**src/rtl/wave_decoder.sv**
```systemverilog
// Passive checker for the one-hot bouncing LED sweep bus: decodes lamp position
// and direction, locks onto a valid sweep and counts protocol violations.
module wave_decoder #(
  parameter int WIDTH    = 8,
  parameter int LOCK_LEN = 4
) (
  input  logic             i_clk,
  input  logic             i_reset,
  input  logic             i_ce,
  input  logic [WIDTH-1:0] i_led,
  output logic [3:0]       o_index,
  output logic             o_dir,
  output logic             o_locked,
  output logic             o_err,
  output logic [7:0]       o_err_count,
  output logic [15:0]      o_sweeps
);

  typedef enum logic [1:0] {S_SEARCH, S_ACQUIRE, S_LOCKED} state_t;

  localparam logic [3:0] LAST_IDX    = 4'(WIDTH - 1);
  localparam logic [3:0] LOCK_TARGET = 4'(LOCK_LEN);

  state_t      r_state, w_next_state;
  logic [3:0]  r_index, r_run;
  logic        r_dir, r_first, r_err, r_locked;
  logic [7:0]  r_err_count;
  logic [15:0] r_sweeps;

  logic [4:0]  w_ones;
  logic [3:0]  w_idx, w_expected, w_run_inc;
  logic        w_legal, w_adjacent, w_step_ok;
  logic        w_seed, w_advance, w_violation, w_sweep;

  always_comb begin
    w_ones = '0;
    w_idx  = '0;
    for (int k = 0; k < WIDTH; k++) begin
      if (i_led[k]) begin
        w_ones = w_ones + 5'd1;
        w_idx  = 4'(k);
      end
    end
  end

  assign w_legal = (w_ones == 5'd1);

  // The stored index doubles as idx_prev: it only moves on legal samples.
  always_comb begin
    if (r_index == LAST_IDX)  w_expected = LAST_IDX - 4'd1;
    else if (r_index == 4'd0) w_expected = 4'd1;
    else if (r_dir)           w_expected = r_index - 4'd1;
    else                      w_expected = r_index + 4'd1;
  end

  // Right after a seed the direction is unknown, so either neighbour is accepted.
  assign w_adjacent = ({1'b0, w_idx} == ({1'b0, r_index} + 5'd1)) ||
                      ((r_index != 4'd0) && (w_idx == (r_index - 4'd1)));
  assign w_step_ok  = w_legal && (r_first ? w_adjacent : (w_idx == w_expected));
  assign w_run_inc  = r_run + 4'd1;

  always_ff @(posedge i_clk or posedge i_reset) begin
    if (i_reset) r_state <= S_SEARCH;
    else         r_state <= w_next_state;
  end

  always_comb begin
    w_next_state = r_state;
    case (r_state)
      S_SEARCH: begin
        if (i_ce && w_legal) w_next_state = S_ACQUIRE;
      end
      S_ACQUIRE: begin
        if (i_ce) begin
          if (w_step_ok) begin
            if (w_run_inc == LOCK_TARGET) w_next_state = S_LOCKED;
          end else if (!w_legal) begin
            w_next_state = S_SEARCH;
          end
        end
      end
      S_LOCKED: begin
        if (i_ce && !w_step_ok) w_next_state = w_legal ? S_ACQUIRE : S_SEARCH;
      end
      default: w_next_state = S_SEARCH;
    endcase
  end

  always_comb begin
    w_seed      = i_ce && w_legal && ((r_state == S_SEARCH) || !w_step_ok);
    w_advance   = i_ce && w_step_ok && (r_state != S_SEARCH);
    w_violation = i_ce && (r_state == S_LOCKED) && !w_step_ok;
    w_sweep     = w_advance && (r_state == S_LOCKED) &&
                  (r_index == 4'd1) && (w_idx == 4'd0);
  end

  always_ff @(posedge i_clk or posedge i_reset) begin
    if (i_reset) begin
      r_index     <= '0;
      r_dir       <= 1'b0;
      r_run       <= '0;
      r_first     <= 1'b0;
      r_err       <= 1'b0;
      r_locked    <= 1'b0;
      r_err_count <= '0;
      r_sweeps    <= '0;
    end else begin
      r_err    <= w_violation;
      r_locked <= (w_next_state == S_LOCKED);
      if (i_ce && w_legal) begin
        r_index <= w_idx;
        r_dir   <= !(w_idx > r_index);
      end
      if (w_seed) begin
        r_run   <= '0;
        r_first <= 1'b1;
      end else if (w_advance && (r_state == S_ACQUIRE)) begin
        r_run   <= w_run_inc;
        r_first <= 1'b0;
      end
      if (w_violation && (r_err_count != 8'hFF)) r_err_count <= r_err_count + 8'd1;
      if (w_sweep) r_sweeps <= r_sweeps + 16'd1;
    end
  end

  assign o_index     = r_index;
  assign o_dir       = r_dir;
  assign o_locked    = r_locked;
  assign o_err       = r_err;
  assign o_err_count = r_err_count;
  assign o_sweeps    = r_sweeps;

endmodule

```
**config.mk**
```make
export PLATFORM = sky130hd
export DESIGN_NAME = wave_decoder
export DESIGN_NICKNAME = d
export VERILOG_FILES = /design/src/rtl/wave_decoder.sv
export SDC_FILE = /design/constraint.sdc
export NUM_CORES = 1
export LEC_CHECK = 0
export ABC_AREA = 0
export CAP_MARGIN = 10
export CORE_ASPECT_RATIO = 0.6
export CORE_MARGIN = 2
export CORE_UTILIZATION = 40
export DETAILED_ROUTE_END_ITERATION = 10
export PLACE_DENSITY = 0.67
export SYNTH_ARGS = -nofsm -noshare
export SYNTH_HDL_FRONTEND = slang
export SYNTH_SLANG_ARGS = --single-unit
```
**constraint.sdc**
```tcl
create_clock -name i_clk -period 3.9 [get_ports i_clk]
set_input_delay 0.78 -clock i_clk [delete_from_list [all_inputs] [get_ports i_clk]]
set_output_delay 0.78 -clock i_clk [all_outputs]
set_load 0.1 [all_outputs]
```
==> run_results.csv <==
group,metric,value,unit
cells_and_area,finalNonFillerCells,461,
logic_synthesis,synth.most_common_cell,"dfrtp_1",
logic_synthesis,ys_seq_elements,37,
pwr,p_leak,1.721,nW
timing,slew-limit-headroom,33.21,%
timing,whs,0.4792,ns
setup_path,critPathMaxFanout,10,
logic_synthesis,synth_top_area_share,34.45,%
run_status,violations,"setup timing",
global_routing,antenna_found_initial,0,
setup_path,cp_data_arrival_time,5.18,ns
pwr,power.density,459.5,nW/um^2
clocking,cts_tree,"done",
drt,drc,0,
setup_path,slowest_stage,"ha_1",
die,placementRows,23,
placed_design,hpwlAfterDp,4.542,mm
die,coreArea,6590,sq um
setup_path,start_kind,"input port",
setup_path,rr_startpoint,"o_index[1]$_DFFE_PP0P_",
cells_and_area,area_growth_syn_to_layout,42.64,%
die,initial_core_util,40.78,%
logic_synthesis,synth_area_leaders,"dfrtp_1 (34%), ha_1 (8.8%), xnor2_1 (8.8%), xor2_1 (4.9%), nand3_1 (4.1%)",
logic_synthesis,ys_types,55,
placed_design,io_buffers,40,
clocking,cts.sinks,37,
drt,vias,2388,
timing,clock.fmax,200.0,MHz
cells_and_area,ff_latch_area,925.9,sq um
timing,setup_viol,37,
timing,worst_pin_slew,0.9987,ns
global_routing,first_global_vias,2196,
logic_synthesis,yosys.area.top_type,"dfrtp_1",
cells_and_area,drive_above_1_share,27.54,%
cells_and_area,multi_input_area,1783,sq um
logic_synthesis,synthTopCellsByCount,"dfrtp_1 (37), xnor2_1 (27), nand3_1 (22)",
logic_synthesis,synth_edf_count,0,
setup_path,ff2ff_path_depth,10,
global_routing,overflow,0,
clocking,clockBufferDepth,2,
setup_path,critPathKind,"in2reg",
setup_path,startpoint,"i_led[1]",
die,pin_count,42,
setup_path,ff2ff_setup_slack,0.56,ns
logic_synthesis,avgSynthCellArea,9.332,sq um
die,die_x,109.8,microns
drt,finalWirelength,6.681,mm
setup_path,path_common_cell,"ha_4",
timing,period_share,128.2,%
placed_design,routabilityCongestion,0.8388,
setup_path,critPathTopFamily,"adder cells",
logic_synthesis,postSynthCellCount,288,
timing,skew,0.007048,ns
timing,fin_crit,5.000,ns
cells_and_area,nets,403,
logic_synthesis,synth.cell_area,2688,sq um
clocking,clkTransAtPathRegs,0.07,ns
timing,drv_slew,0,
drt,drtIter0Drc,119,
setup_path,cpPeakStageDelay,0.31,ns
min_path,min_path_type,"reg2reg",
setup_path,path_depth,27,
global_routing,grt_start_max_net_pins,38,
drt,postRouteAntennaNets,0,
setup_path,worstPathRequired,4.08,ns
run_status,status,"finished, violations left",
timing,rsz0062_at_grt,"true",
drt,vias_per_cell,5.180,
drt,wl_per_cell,14.49,microns
cells_and_area,num_antenna_cells,0,
setup_path,cp_num_buf_inv,6,
run,drv_cap,0,
clocking,htree_levels,2,
drt,drtPass1Iterations,4,
clocking,cts_made_buffers,5,
placed_design,place_inst,435,
logic_synthesis,syn_nets,318,
clocking,cts_hold_buf,0,
clocking,cts_root_buffer,"clkbuf_8",
pwr,vdd_drop_max,0.0004639,V
logic_synthesis,ys_async_sr_fraction,100.0,%
die,die_y,67.50,microns
die,dieArea,7412,sq um
logic_synthesis,synth_ff_type,"dfrtp_1",
cells_and_area,fillers,536,
setup_path,endpoint_kind,"flip-flop",
logic_synthesis,yosysSeqAreaShare,34.45,%
global_routing,grt_usage,18.50,%
timing,hold_viol,0,
clocking,clk_latency,0.29,ns
global_routing,grt_pass1_wl,10.62,mm
setup_path,crit_path_end,"o_sweeps[13]$_DFFE_PP0P_",
timing,tns,-37.52,ns
timing,layout_setup_ws,-1.100,ns
setup_path,timing.rr.end,"r_run[2]$_DFFE_PP0P_",
logic_synthesis,yosys_warnings,0,
## worst min path at each step
stage	start	end	slack [ns]	cells after the start
6_report	o_sweeps[15]$_DFFE_PP0P_	o_sweeps[15]$_DFFE_PP0P_	0.48	1
2_1_floorplan	r_first$_DFFE_PP0P_	r_first$_DFFE_PP0P_	0.50	1
5_1_grt	o_sweeps[15]$_DFFE_PP0P_	o_sweeps[15]$_DFFE_PP0P_	0.50	1
4_1_cts	o_sweeps[15]$_DFFE_PP0P_	o_sweeps[15]$_DFFE_PP0P_	0.48	1
3_3_place_gp	o_sweeps[15]$_DFFE_PP0P_	o_sweeps[15]$_DFFE_PP0P_	0.46	1
3_5_place_dp	o_sweeps[15]$_DFFE_PP0P_	o_sweeps[15]$_DFFE_PP0P_	0.47	1
## cell families after synthesis
logic type,synth area share (%)
adders and majority gates,8.846
and+or+nand+nor,20.62
xor gates and xnor gates,15.64
other,0.1395
muxes,3.212
DFF,34.45
buffers and inverters,4.888
AOI/OAI and AO/OA,12.20
## sequential cells by signal (all words and copies together) (netlist names)
| name | cells |
|---|---|
| o_sweeps | 16 |
| o_err_count | 8 |
| r_run | 4 |
| o_index | 3 |
| r_state | 2 |
| o_dir | 1 |
| o_err | 1 |
| o_locked | 1 |
| r_first | 1 |
## worst register-to-register path, delay by kind of cell (launching register included)
| kind | cells | cell delay (ns) |
|---|---|---|
| AOI/OAI and AO/OA | 3 | 0.45 |
| adders and majority gates | 1 | 0.30 |
| xor gates and xnor gates | 1 | 0.19 |
| DFF | 1 | 0.42 |
| muxes | 1 | 0.27 |
| and+or+nand+nor | 3 | 1.42 |
| buffers and inverters | 1 | 0.20 |
## power breakdown
part           switching (mW)  internal [mW]  leakage (nW)
clock network           0.141          0.160        0.0542
registers              0.0397          0.411         0.500
logic                   0.534          0.475          1.17
total                   0.715           1.05          1.72
## cell type report
class / instances / share of cell area [%]
multi-input cells: 222 / 46.51
flip-flops and latches: 37 / 24.15
repair buffers: 90 / 22.13
well taps: 87 / 2.839
clock buffers: 7 / 2.513
inverters: 17 / 1.730
clock inverters: 1 / 0.1305
## what timing repair did
action / in CTS / in global routing
resized for setup: 14 / 22
setup buffers: 11 / 6
endpoints found under the hold margin: 0 / 0
setup endpoints to repair: 37 / 37
gates cloned: 0 / 2
pin swaps: 12 / 10
## per-stage QoR
step / power [mW] / setup WS [ns] / instance area, sq um / util [%]
after floorplan: 1.085 / -1.285 / 2773 / -
after global placement: 1.303 / -1.802 / 3463 / 52.55
after detailed placement: 1.314 / -1.911 / 3463 / 52.55
after CTS: 1.672 / -1.140 / 3655 / 55.46
after global routing: 1.887 / -1.244 / 3834 / 58.17
final: 1.762 / -1.100 / 3834 / 58.17
## routing by layer
layer / global-route usage (%) / vias to the layer above / part of all wire, %
met5: 0 / - / 0
met4: 4.114 / 0 / 0.93
met3: 4.730 / 9 / 4.2
met2: 25.61 / 44 / 42
met1: 28.49 / 1142 / 53
li1: - / 1193 / -
## cell usage in the layout (no fill, tap or decap), types with 4 or more instances in the layout
master | Yosys | layout
nand4_1 | 7 | 7
nor3_1 | 6 | 5
dfrtp_1 | 37 | 37
xor2_1 | 15 | 15
inv_1 | 17 | 13
nand3_1 | 22 | 21
mux2_2 | 5 | 4
clkdlybuf4s50_1 | 0 | 37
o21ai_0 | 7 | 6
ha_1 | 19 | 14
nor2_1 | 18 | 17
buf_4 | 2 | 44
ha_4 | 0 | 4
clkbuf_8 | 0 | 7
xnor2_1 | 27 | 27
a21oi_2 | 0 | 6
nand2_1 | 14 | 14
a21oi_1 | 16 | 10
and3_1 | 11 | 11
Note: power is estimated with default switching activity, not from simulation.
